**config.mk**
```make
export PLATFORM = sky130hd
export DESIGN_NAME = replication_arbiter_flat
export DESIGN_NICKNAME = d
export VERILOG_FILES = /design/src/rtl/replication_arbiter_pkg.sv /design/src/rtl/replication_arbiter_if.sv /design/src/rtl/replication_arbiter_demo.sv /design/src/rtl/replication_arbiter.sv /design/src/flat_wrapper.sv
export SDC_FILE = /design/constraint.sdc
export NUM_CORES = 1
export LEC_CHECK = 0
export CAP_MARGIN = 5
export CORE_ASPECT_RATIO = 1.4
export CORE_MARGIN = 3
export CORE_UTILIZATION = 44
export CTS_CLUSTER_SIZE = 10
export DETAILED_ROUTE_END_ITERATION = 6
export GPL_ROUTABILITY_DRIVEN = 0
export PLACE_DENSITY = 0.78
export SYNTH_ARGS = -nofsm -noshare
export SYNTH_HDL_FRONTEND = slang
export SYNTH_SLANG_ARGS = --single-unit
```
**constraint.sdc**
```tcl
create_clock -name clk -period 1.7 [get_ports clk]
set_clock_uncertainty 0.1 [all_clocks]
set_input_delay 0.34 -clock clk [delete_from_list [all_inputs] [get_ports clk]]
set_output_delay 0.34 -clock clk [all_outputs]
set_load 0.05 [all_outputs]
```
**src/rtl/replication_arbiter_pkg.sv**
```systemverilog
// Shared operand widths and FSM state encoding for the replication arbiter.
package replication_arbiter_pkg;

  localparam int A_W = 1;
  localparam int B_W = 2;
  localparam int C_W = 2;
  localparam int Y_W = 7;

  // 2'd3 is unused; the FSM recovers from it to IDLE.
  typedef enum logic [1:0] {
    IDLE = 2'd0,
    EXEC = 2'd1,
    RESP = 2'd2
  } state_t;

endpackage

```
**src/rtl/replication_arbiter_if.sv**
```systemverilog
// Request/response bundle between two requesters, the arbiter and the result consumer.
interface replication_arbiter_if #(
  parameter int CNT_W = 8
);
  import replication_arbiter_pkg::*;

  logic [1:0]       req_valid;
  logic [A_W-1:0]   req_a0;
  logic [A_W-1:0]   req_a1;
  logic [B_W-1:0]   req_b0;
  logic [B_W-1:0]   req_b1;
  logic [C_W-1:0]   req_c0;
  logic [C_W-1:0]   req_c1;
  logic [1:0]       req_ready;
  logic             rsp_valid;
  logic             rsp_ready;
  logic [Y_W-1:0]   rsp_y;
  logic             rsp_id;
  logic             busy;
  logic [CNT_W-1:0] xact_cnt;

  modport master (
    output req_valid, req_a0, req_a1, req_b0, req_b1, req_c0, req_c1, rsp_ready,
    input  req_ready, rsp_valid, rsp_y, rsp_id, busy, xact_cnt
  );

  modport slave (
    input  req_valid, req_a0, req_a1, req_b0, req_b1, req_c0, req_c1, rsp_ready,
    output req_ready, rsp_valid, rsp_y, rsp_id, busy, xact_cnt
  );

endinterface

```
**src/rtl/replication_arbiter_demo.sv**
```systemverilog
// Combinational replication datapath: y = {a, b, b, c}.
module replication_demo (
  input  logic [0:0] a,
  input  logic [1:0] b,
  input  logic [1:0] c,
  output logic [6:0] y
);

  assign y = {a, {2{b}}, c};

endmodule

```
**src/rtl/replication_arbiter.sv**
```systemverilog
// Two-requester arbiter sharing one replication_demo datapath, with registered
// operands/result, valid/ready response handshake and a wrapping completion count.
module replication_arbiter #(
  parameter int CNT_W      = 8,
  parameter bit FIXED_PRIO = 1'b0
) (
  input logic                  clk,
  input logic                  rst_n,
  replication_arbiter_if.slave bus
);
  import replication_arbiter_pkg::*;

  state_t           state;
  state_t           state_nxt;
  logic             last_grant;
  logic [1:0]       grant;
  logic [1:0]       ready;
  logic             accept;
  logic             sel;
  logic [A_W-1:0]   op_a;
  logic [B_W-1:0]   op_b;
  logic [C_W-1:0]   op_c;
  logic [Y_W-1:0]   demo_y;
  logic             rsp_valid;
  logic [Y_W-1:0]   rsp_y;
  logic             rsp_id;
  logic [CNT_W-1:0] cnt;

  replication_demo u_demo (
    .a (op_a),
    .b (op_b),
    .c (op_c),
    .y (demo_y)
  );

  // One-hot grant; on a round-robin tie the requester that did not win last time goes.
  always_comb begin
    grant = '0;
    if (FIXED_PRIO) begin
      if (bus.req_valid[0])      grant = 2'b01;
      else if (bus.req_valid[1]) grant = 2'b10;
    end else if (bus.req_valid == 2'b11) begin
      grant = last_grant ? 2'b01 : 2'b10;
    end else begin
      grant = bus.req_valid;
    end
  end

  always_comb begin
    state_nxt = state;
    ready     = '0;
    case (state)
      IDLE: begin
        ready = grant;
        if (|(bus.req_valid & grant)) state_nxt = EXEC;
      end
      EXEC:    state_nxt = RESP;
      RESP:    if (bus.rsp_ready) state_nxt = IDLE;
      default: state_nxt = IDLE;
    endcase
  end

  assign accept = |(bus.req_valid & ready);
  assign sel    = grant[1];

  always_ff @(posedge clk or negedge rst_n) begin
    if (!rst_n) begin
      state      <= IDLE;
      last_grant <= 1'b1;
      op_a       <= '0;
      op_b       <= '0;
      op_c       <= '0;
      rsp_valid  <= 1'b0;
      rsp_y      <= '0;
      rsp_id     <= 1'b0;
      cnt        <= '0;
    end else begin
      state <= state_nxt;
      if (accept) begin
        op_a       <= sel ? bus.req_a1 : bus.req_a0;
        op_b       <= sel ? bus.req_b1 : bus.req_b0;
        op_c       <= sel ? bus.req_c1 : bus.req_c0;
        rsp_id     <= sel;
        last_grant <= sel;
      end
      if (state == EXEC) begin
        rsp_y     <= demo_y;
        rsp_valid <= 1'b1;
      end
      if (state == RESP && bus.rsp_ready) begin
        rsp_valid <= 1'b0;
        cnt       <= cnt + 1'b1;
      end
    end
  end

  assign bus.req_ready = ready;
  assign bus.rsp_valid = rsp_valid;
  assign bus.rsp_y     = rsp_y;
  assign bus.rsp_id    = rsp_id;
  assign bus.busy      = (state != IDLE);
  assign bus.xact_cnt  = cnt;

endmodule
```
**src/flat_wrapper.sv**
```systemverilog
// flat-port wrapper written by rule: the top's interface ports become plain ports
module replication_arbiter_flat import replication_arbiter_pkg::*;
#(
  parameter int CNT_W      = 8,
  parameter bit FIXED_PRIO = 1'b0
)
  (clk, rst_n, bus_req_valid, bus_req_a0, bus_req_a1, bus_req_b0, bus_req_b1, bus_req_c0, bus_req_c1, bus_rsp_ready, bus_req_ready, bus_rsp_valid, bus_rsp_y, bus_rsp_id, bus_busy, bus_xact_cnt);
  replication_arbiter_if #(.CNT_W(CNT_W)) bus_i ();
  input logic clk;
  input logic rst_n;
  input wire logic [$bits(bus_i.req_valid)-1:0] bus_req_valid;
  input wire logic [$bits(bus_i.req_a0)-1:0] bus_req_a0;
  input wire logic [$bits(bus_i.req_a1)-1:0] bus_req_a1;
  input wire logic [$bits(bus_i.req_b0)-1:0] bus_req_b0;
  input wire logic [$bits(bus_i.req_b1)-1:0] bus_req_b1;
  input wire logic [$bits(bus_i.req_c0)-1:0] bus_req_c0;
  input wire logic [$bits(bus_i.req_c1)-1:0] bus_req_c1;
  input wire logic [$bits(bus_i.rsp_ready)-1:0] bus_rsp_ready;
  output wire logic [$bits(bus_i.req_ready)-1:0] bus_req_ready;
  output wire logic [$bits(bus_i.rsp_valid)-1:0] bus_rsp_valid;
  output wire logic [$bits(bus_i.rsp_y)-1:0] bus_rsp_y;
  output wire logic [$bits(bus_i.rsp_id)-1:0] bus_rsp_id;
  output wire logic [$bits(bus_i.busy)-1:0] bus_busy;
  output wire logic [$bits(bus_i.xact_cnt)-1:0] bus_xact_cnt;
  assign bus_i.req_valid = bus_req_valid;
  assign bus_i.req_a0 = bus_req_a0;
  assign bus_i.req_a1 = bus_req_a1;
  assign bus_i.req_b0 = bus_req_b0;
  assign bus_i.req_b1 = bus_req_b1;
  assign bus_i.req_c0 = bus_req_c0;
  assign bus_i.req_c1 = bus_req_c1;
  assign bus_i.rsp_ready = bus_rsp_ready;
  assign bus_req_ready = bus_i.req_ready;
  assign bus_rsp_valid = bus_i.rsp_valid;
  assign bus_rsp_y = bus_i.rsp_y;
  assign bus_rsp_id = bus_i.rsp_id;
  assign bus_busy = bus_i.busy;
  assign bus_xact_cnt = bus_i.xact_cnt;
  replication_arbiter #(.CNT_W(CNT_W), .FIXED_PRIO(FIXED_PRIO)) u_core (.clk(clk), .rst_n(rst_n), .bus(bus_i));
endmodule
```
==> results of run 1 <==
==> path summary, 6_finish.rpt <==
check,startpoint,end,cells after the start
hold reg to reg,u_core.op_c[0]$_DFFE_PN0P_,u_core.op_c[0]$_DFFE_PN0P_,1
hold / removal,rst_n,u_core.bus.xact_cnt[3]$_DFFE_PN0P_,2
setup reg to reg,u_core.last_grant$_DFFE_PN1P_,u_core.op_a$_DFFE_PN0P_,4
setup / recovery,u_core.state[0]$_DFFE_PN0P_,bus_req_ready[1],3
max in group asynchronous,rst_n,u_core.last_grant$_DFFE_PN1P_,2
min in group clk,u_core.op_c[0]$_DFFE_PN0P_,u_core.op_c[0]$_DFFE_PN0P_,1
==> critical path, stage by stage (launching register included) <==
cell and delay (ns):
dfrtp_2 0.46, buf_6 0.13, nor3_4 0.22, buf_12 0.17
==> where the power goes <==
| part | internal (mW) | switching (mW) | leakage, nW | total [mW] |
|---|---|---|---|---|
| Clock | 0.0919 | 0.164 | 0.0150 | 0.256 |
| Combinational | 1.06 | 1.07 | 0.491 | 2.13 |
| Sequential | 0.797 | 0.271 | 0.278 | 1.07 |
==> flip-flops by register name, summed over array words and instances, names as in the netlist <==
name	count
u_core.bus.xact_cnt	8
u_core.bus.rsp_y	5
u_core.op_b	2
u_core.op_c	2
u_core.state	2
u_core.bus.rsp_id	1
u_core.bus.rsp_valid	1
u_core.last_grant	1
u_core.op_a	1
==> what timing repair did <==
item	4_1_cts	5_1_grt
buffers inserted	5	0
endpoints found under the setup margin	3	4
gates resized for setup	6	3
pin swaps	2	1
hold endpoints to repair	0	0
==> metal layers <==
| layer | part of all wire | global-route usage | vias to the layer above |
|---|---|---|---|
| met5 | 0 | 0 | - |
| met1 | 0.39 | 0.193 | 351 |
| met3 | 0.050 | 0.0507 | 7 |
| li1 | - | - | 368 |
| met2 | 0.53 | 0.247 | 26 |
| met4 | 0.035 | 0.111 | 0 |
==> logic make-up after synthesis <==
kind of cell,after synthesis,synth area share
fa+ha+maj,1,0.0119
xor+xnor,7,0.0583
flops,23,0.549
mux,16,0.189
simple gates,21,0.104
compound gates,7,0.0536
buf+inv,7,0.0345
==> cells in the final DEF (no fill, tap or decap), types with 2 or more instances in the layout <==
cell type,Yosys,layout
a21oi_1,2,2
nand4_1,2,2
dlygate4sd2_1,0,2
nand2_1,5,5
nor2_2,0,2
nand2b_1,2,2
clkdlybuf4s50_1,0,12
dfrtp_1,22,20
xor2_1,5,5
clkbuf_4,0,3
mux2_4,5,5
mux2_2,11,11
buf_12,0,16
nand4b_1,2,2
xnor2_1,2,2
buf_6,0,3
inv_1,3,3
nor2_1,5,3
dfrtp_2,0,2
nor3_1,3,2
buf_4,2,12
==> layout make-up <==
| type | instances | area [um2] |
|---|---|---|
| fill | 136 | 547 |
| sequential | 23 | 579 |
| tap | 22 | 27.5 |
| timing repair buffer | 45 | 582 |
| inverter | 3 | 11.3 |
| multi-input combinational | 52 | 454 |
| clock buffer | 4 | 26.3 |
==> flow_summary.ini, run 1 <==
[cells_and_area]
area_growth_pct = 59.9
layout-drive-gt1-share = 0.457
fin_util = 0.754
final_area_um2 = 1680
nets = 144
antenna_cells = 0
fin_cells = 149

[global_routing]
grt_pass1_vias = 764
grt_pass1_wl_mm = 3.53
grt_use_total = 0.165
grt_max_degree = 24
antenna_found_initial = 0
grt-ovfl-total = 0

[sta]
hold_slack_ns = 0.255
tightest_slew_ns = 0.330
min_period_over_period = 1.02
setup_slack_ns = -0.0322
finalWorstPathRequiredPeriod_ns = 1.73
fmax_mhz = 577
relSlewSlack = 0.780
setup_viol = 2
hold_viol = 0
rsz0062_at_grt = yes
tns_ns = -0.0428
drv_slew = 0

[drt]
via_count = 752
viasPerCell = 5.05
drt_iter0_drc = 7
drtPass1Iterations = 2
postRouteAntennaNets = 0
drcViolationCount = 0
routedWlPerCell_um = 13.9
finalWirelength_mm = 2.07

[logic_synthesis]
ys_ff_latch = 23
synth_warnings = 0
yosysMostFrequentCell = dfrtp_1
synth_top_cell_by_area = dfrtp_1
yosys_most_used_dff = dfrtp_1
synth-edff-count = 0
synth_cells = 82
syn_nets = 98
yosys.area.top_type_share = 0.524
syn_area_um2 = 1050
seq_area_frac_synth = 0.549
synth.distinct_cells = 24
synthTopCellsByArea = dfrtp_1, mux2_2, mux2_4
synthArstFlopShare = 1.00
synth_commonest_cells = dfrtp_1, mux2_2
syn_avg_cell_area_um2 = 12.8

[worst_setup_path]
critPathKind = reg2out
start_kind = flip-flop
critPathArrivalTime_ns = 1.29
path_max_fanout = 3
worstPathRequired_ns = 1.26
endpoint_kind = primary output
r2r_slack_ns = 0.09

[floorplan]
core-area_um2 = 2230
die_area_um2 = 3020
start_util = 0.472
die_h_um = 63.8
die_w_um = 47.3
rows = 20
boundaryPins = 35

[placed_design]
post_dp_cell_area_um2 = 1600
io_buffers = 34
dp_hpwl_mm = 1.62
placedCellCount = 140
post-place-ws_ns = -0.294

[cts]
clk_pin_slew_ns = 0.12
cts_tree = built
clock-sinks = 23
cts-root-buf = clkbuf_4
cts_inserted_buffers = 3
clockBufferDepth = 2
clock_latency_ns = 0.32
cts_hold_repair.buffers = 0
h-tree-depth = 1

[power]
irDropWorstVdd_uv = 1250
p_leak_nw = 0.785
power.total_mw = 3.45
p_per_area_nw_per_um2 = 2050

[run]
max_cap_viol_count = 0

[hold_path]
hold_path.class = in2async

[status]
outcome = finished with violations
violations = setup timing
Power figures use the tool's default switching activity.
==> run 2: changes to the inputs <==
- PLACE_DENSITY: 0.78 -> 0.77
- RECOVER_POWER: not set -> 100
==> run 2 against run 1 <==
Against the previous run: the run still ends with setup timing left; critical path type unchanged; die area did not move; cell count is 0.67% higher; largest power group unchanged; count of clock-buffer cells in the layout fell by 1; critical endpoint unchanged; worst hold slack improved by 0.16 ns; first-iteration DRC count decreased by 14%; utilization rose by 0.73 points; routed wire length is 4.1% lower; maximum frequency is 0.50% lower; global-route usage shrank 2.2 points; sequential cell count did not move; final area rose by 0.97%; highest routed layer unchanged.
==> flow_summary.ini, run 2 (same netlist as run 1, synthesis figures left out) <==
[cts]
cts_tree = built
cts-root-buf = clkbuf_4
clock_latency_ns = 0.30
cts_hold_repair.buffers = 0
clock-sinks = 23
h-tree-depth = 1
clockBufferDepth = 2
cts_inserted_buffers = 3
clk_pin_slew_ns = 0.13

[drt]
finalWirelength_mm = 1.99
via_count = 776
drtPass1Iterations = 4
m1WireLength_um = 778
routedWlPerCell_um = 13.3
drt_iter0_drc = 6
viasPerCell = 5.17
top_layer_used = met4
wl_met3_um = 122
postRouteAntennaNets = 0
drcViolationCount = 0
routed-wl-met2_mm = 1.08

[worst_setup_path]
critPathKind = reg2out
worst_r2r_endpoint = u_core.op_b[0]$_DFFE_PN0P_
path_max_fanout = 6
start_kind = flip-flop
startpoint = u_core.state[0]$_DFFE_PN0P_
crit_path_end = bus_req_ready[1]
r2r_cells = 4
endpoint_kind = primary output
r2r_slack_ns = 0.07
critPathArrivalTime_ns = 1.30
reg2reg_from = u_core.last_grant$_DFFE_PN1P_
worstPathRequired_ns = 1.26

[sta]
min_period_over_period = 1.02
tightest_slew_ns = 0.549
hold_viol = 0
drv_slew = 0
setup_viol = 1
rsz0062_at_grt = yes
relSlewSlack = 0.634
finalWorstPathRequiredPeriod_ns = 1.74
setup_slack_ns = -0.0410
tns_ns = -0.0410
fmax_mhz = 574
hold_slack_ns = 0.419

[floorplan]
rows = 20
core-area_um2 = 2230
start_util = 0.472
boundaryPins = 35
die_area_um2 = 3020
die_w_um = 47.3
die_h_um = 63.8

[power]
p_leak_nw = 0.795
irDropWorstVdd_uv = 1720
p_per_area_nw_per_um2 = 2040

[cells_and_area]
layout-drive-gt1-share = 0.461
nets = 145
largest_reg_flops = 8
fin_util = 0.762
layout_common_cells = dfrtp_1, buf_12, buf_4
layout_commonest_cell = dfrtp_1
fin_cells = 150
antenna_cells = 0
area_growth_pct = 61.4

[placed_design]
io_buffers = 34
post-place-ws_ns = -0.263
placedCellCount = 143
dp_hpwl_mm = 1.54

[global_routing]
grt_pass1_wl_mm = 3.24
grt-ovfl-total = 0
grt_pass1_vias = 744
grt_use_total = 0.143
grt_max_degree = 24
antenna_found_initial = 0

[run]
max_cap_viol_count = 0

[status]
violations = setup timing
outcome = finished with violations

[hold_path]
hold_path.class = reg2reg
==> run 2: metrics by stage <==
step	total power, mW	instance area (um2)
after floorplan	2.19	1060
after CTS	3.43	1670
final	3.47	1700
after global routing	3.64	1700
after global placement	3.08	1620
after detailed placement	3.12	1620
==> run 2: worst max-delay path, cell delays in order (launching register included) <==
cell and delay [ns]:
dfrtp_1 0.45, buf_6 0.15, nor3_4 0.23, buf_12 0.17
==> run 2: metal layers <==
| layer | GRT usage | up-vias |
|---|---|---|
| met5 | 0 | - |
| met4 | 0.0311 | 0 |
| met3 | 0.0310 | 2 |
| met2 | 0.235 | 28 |
| met1 | 0.187 | 373 |
| li1 | - | 373 |
==> run 2: how the worst min path moves through the flow <==
stage / cells past startpoint / endpoint / start
global route: 1 / u_core.op_c[0]$_DFFE_PN0P_ / u_core.op_c[0]$_DFFE_PN0P_
global placement: 1 / u_core.op_c[1]$_DFFE_PN0P_ / u_core.op_c[1]$_DFFE_PN0P_
CTS: 2 / u_core.bus.xact_cnt[7]$_DFFE_PN0P_ / rst_n
floorplan: 0 / u_core.bus.rsp_id$_DFFE_PN0P_ / rst_n
finish: 1 / u_core.bus.rsp_y[5]$_DFFE_PN0N_ / u_core.op_b[1]$_DFFE_PN0P_
detailed placement: 1 / u_core.op_c[0]$_DFFE_PN0P_ / u_core.op_c[0]$_DFFE_PN0P_
==> run 2: what timing repair did <==
| action | 4_1_cts | 5_1_grt |
|---|---|---|
| pin swaps | 3 | 2 |
| endpoints found under the hold margin | 0 | 0 |
| setup buffers | 2 | 1 |
| setup endpoints to repair | 2 | 2 |
| resized for setup | 5 | 5 |
==> run 2: where the power goes <==
part,total [mW],internal (mW),switching (mW),leakage [nW]
logic,2.17,1.08,1.09,0.497
clock network,0.251,0.0877,0.163,0.0177
registers,1.05,0.792,0.255,0.281
==> run 2: area by class of cell <==
class / count / area, um2
inverters: 3 / 11.3
repair buffers: 46 / 587
clock inverters: 1 / 5.00
well taps: 22 / 27.5
multi-input cells: 52 / 467
clock buffers: 3 / 22.5
flip-flops and latches: 23 / 577
fillers: 149 / 531
==> run 3: changes to the inputs <==
- clock period: 1.7 -> 1.98 ns (I/O delays scaled with it)
==> run 3 against run 2 <==
Against the previous run: the run now ends clean; count of clock-buffer cells in the layout unchanged; clock power decreased by 18%; final area decreased by 17%; non-clock buffer count decreased by 3; first-iteration DRC count decreased by 67%; utilization decreased by 13 points; routed wire length decreased by 5.6%; total power decreased by 30%; worst setup slack improved by 0.17 ns; global-route usage decreased by 0.57 points; worst hold slack got worse by 0.048 ns; register-to-register slack improved by 0.19 ns.
==> flow_summary.ini, run 3 (same netlist as run 1, synthesis figures left out) <==
[cts]
clock-sinks = 23
h-tree-depth = 1
clock_latency_ns = 0.30
cts_inserted_buffers = 3
cts_tree = built
cts_hold_repair.buffers = 0
clockBufferDepth = 2
cts-root-buf = clkbuf_4
clk_pin_slew_ns = 0.13

[power]
switchingPower_mw = 1.18
combPwrFrac = 0.572
pwr-share-seq = 0.342
p_int_mw = 1.23
irDropWorstVdd_uv = 979
p_leak_nw = 0.657
power.total_mw = 2.41
p_per_area_nw_per_um2 = 1710
clkPwrFrac = 0.086
p_sw_frac = 0.492

[placed_design]
dp_hpwl_mm = 1.51
io_buffers = 34
post-place-ws_ns = -0.111

[sta]
hold_viol = 0
relSlewSlack = 0.208
min_period_over_period = 0.937
drv_slew = 0
rsz0062_at_grt = no
setup_slack_ns = 0.126
setup_viol = 0
fmax_mhz = 539
finalWorstPathRequiredPeriod_ns = 1.85
tightest_slew_ns = 1.19

[drt]
finalWirelength_mm = 1.88
viasPerCell = 5.14
routedWlPerCell_um = 12.8
postRouteAntennaNets = 0
drtPass1Iterations = 2
via_count = 755
drt_iter0_drc = 2
drcViolationCount = 0

[floorplan]
boundaryPins = 35
die_h_um = 63.8
start_util = 0.472
rows = 20
die_w_um = 47.3
die_area_um2 = 3020
core-area_um2 = 2230

[global_routing]
grt_max_degree = 24
antenna_found_initial = 0
grt-ovfl-total = 0
grt_pass1_vias = 741
grt_pass1_wl_mm = 3.16
grt_use_total = 0.138

[worst_setup_path]
critPathKind = reg2out
critPathArrivalTime_ns = 1.36
path_max_fanout = 8
endpoint_kind = primary output
worstPathRequired_ns = 1.48
start_kind = flip-flop

[cells_and_area]
largest_reg_flops = 8
antenna_cells = 0
final.fill_count = 175
layout_commonest_cell = dfrtp_1
area_growth_pct = 34.4
nets = 142
layout_common_cells = dfrtp_1, clkbuf_1, mux2_2, clkdlybuf4s50_1
layout-drive-gt1-share = 0.264

[hold_path]
hold_path.class = reg2reg

[run]
max_cap_viol_count = 0

[status]
outcome = complete, no violations
run 3: changes by cell type in the layout (fill, tap and decap cells not counted), sizes merged:
cell,delta
dlygate4sd3,+1
clkbuf,+20
clkdlybuf4s50,-1
buf,-24
dlygate4sd2,+1
run 3: repair_timing:
item,in CTS,in global routing
setup endpoints to repair,2,2
gates resized for setup,4,2
hold endpoints to repair,0,0
buffers inserted,2,0
pin swaps,2,0
run 3: metal layers:
metal	vias up	global-route usage	wire [um]	part of all wire
met5	-	0	0	0
met4	0	0.0623	24	0.013
met3	2	0.0113	68	0.036
met2	17	0.237	1040	0.55
met1	370	0.163	742	0.40
li1	366	-	-	-
run 3: metrics by stage:
stage / cell area (um2) / util / hold WS, ns / TNS [ns] / instances
3_5_place_dp: 1440 / 0.648 / 0.359 / -0.574 / 141
3_3_place_gp: 1440 / 0.648 / 0.359 / -0.429 / 141
5_1_grt: 1410 / 0.634 / 0.387 / 0 / 147
6_report: 1410 / 0.634 / 0.371 / 0 / 147
4_1_cts: 1490 / 0.669 / 0.338 / 0 / 147
2_1_floorplan: 1060 / - / 0.000409 / 0 / 82
run 3: final timing paths:
| check | startpoint | endpoint | slack (ns) | depth (start not counted) |
|---|---|---|---|---|
| max | u_core.state[1]$_DFFE_PN0P_ | bus_req_ready[1] | 0.13 | 3 |
| min | u_core.bus.xact_cnt[7]$_DFFE_PN0P_ | u_core.bus.xact_cnt[7]$_DFFE_PN0P_ | 0.37 | 1 |
| max reg2reg | u_core.last_grant$_DFFE_PN1P_ | u_core.op_c[0]$_DFFE_PN0P_ | 0.26 | 5 |
| min reg2reg | u_core.bus.xact_cnt[7]$_DFFE_PN0P_ | u_core.bus.xact_cnt[7]$_DFFE_PN0P_ | 0.37 | 1 |
| max in group asynchronous | rst_n | u_core.op_c[0]$_DFFE_PN0P_ | 0.33 | 2 |
| min in group asynchronous | rst_n | u_core.op_a$_DFFE_PN0P_ | 0.74 | 2 |
run 3: critical path: stages (launching register included):
cell      delay, ns
dfrtp_1        0.41
clkbuf_1       0.21
nor3_4         0.27
buf_12         0.17
run 3: power by group through the flow:
stage | combinational [mW] | clock [mW] | sequential, mW
after CTS | 1.54 | 0.215 | 0.828
after global placement | 1.49 | 0 | 0.825
final | 1.38 | 0.206 | 0.825
after detailed placement | 1.51 | 0 | 0.840
after global routing | 1.47 | 0.237 | 0.858
after floorplan | 0.644 | 0 | 1.23
run 3: cell type report:
class                           count  area, um2  area share
Clock buffer                        3       22.5      0.0159
Sequential cell                    23        577       0.408
Multi-Input combinational cell     52        448       0.317
Inverter                            3       11.3     0.00797
Timing Repair Buffer               43        322       0.228
Clock inverter                      1       5.00     0.00354
Tap cell                           22       27.5      0.0195
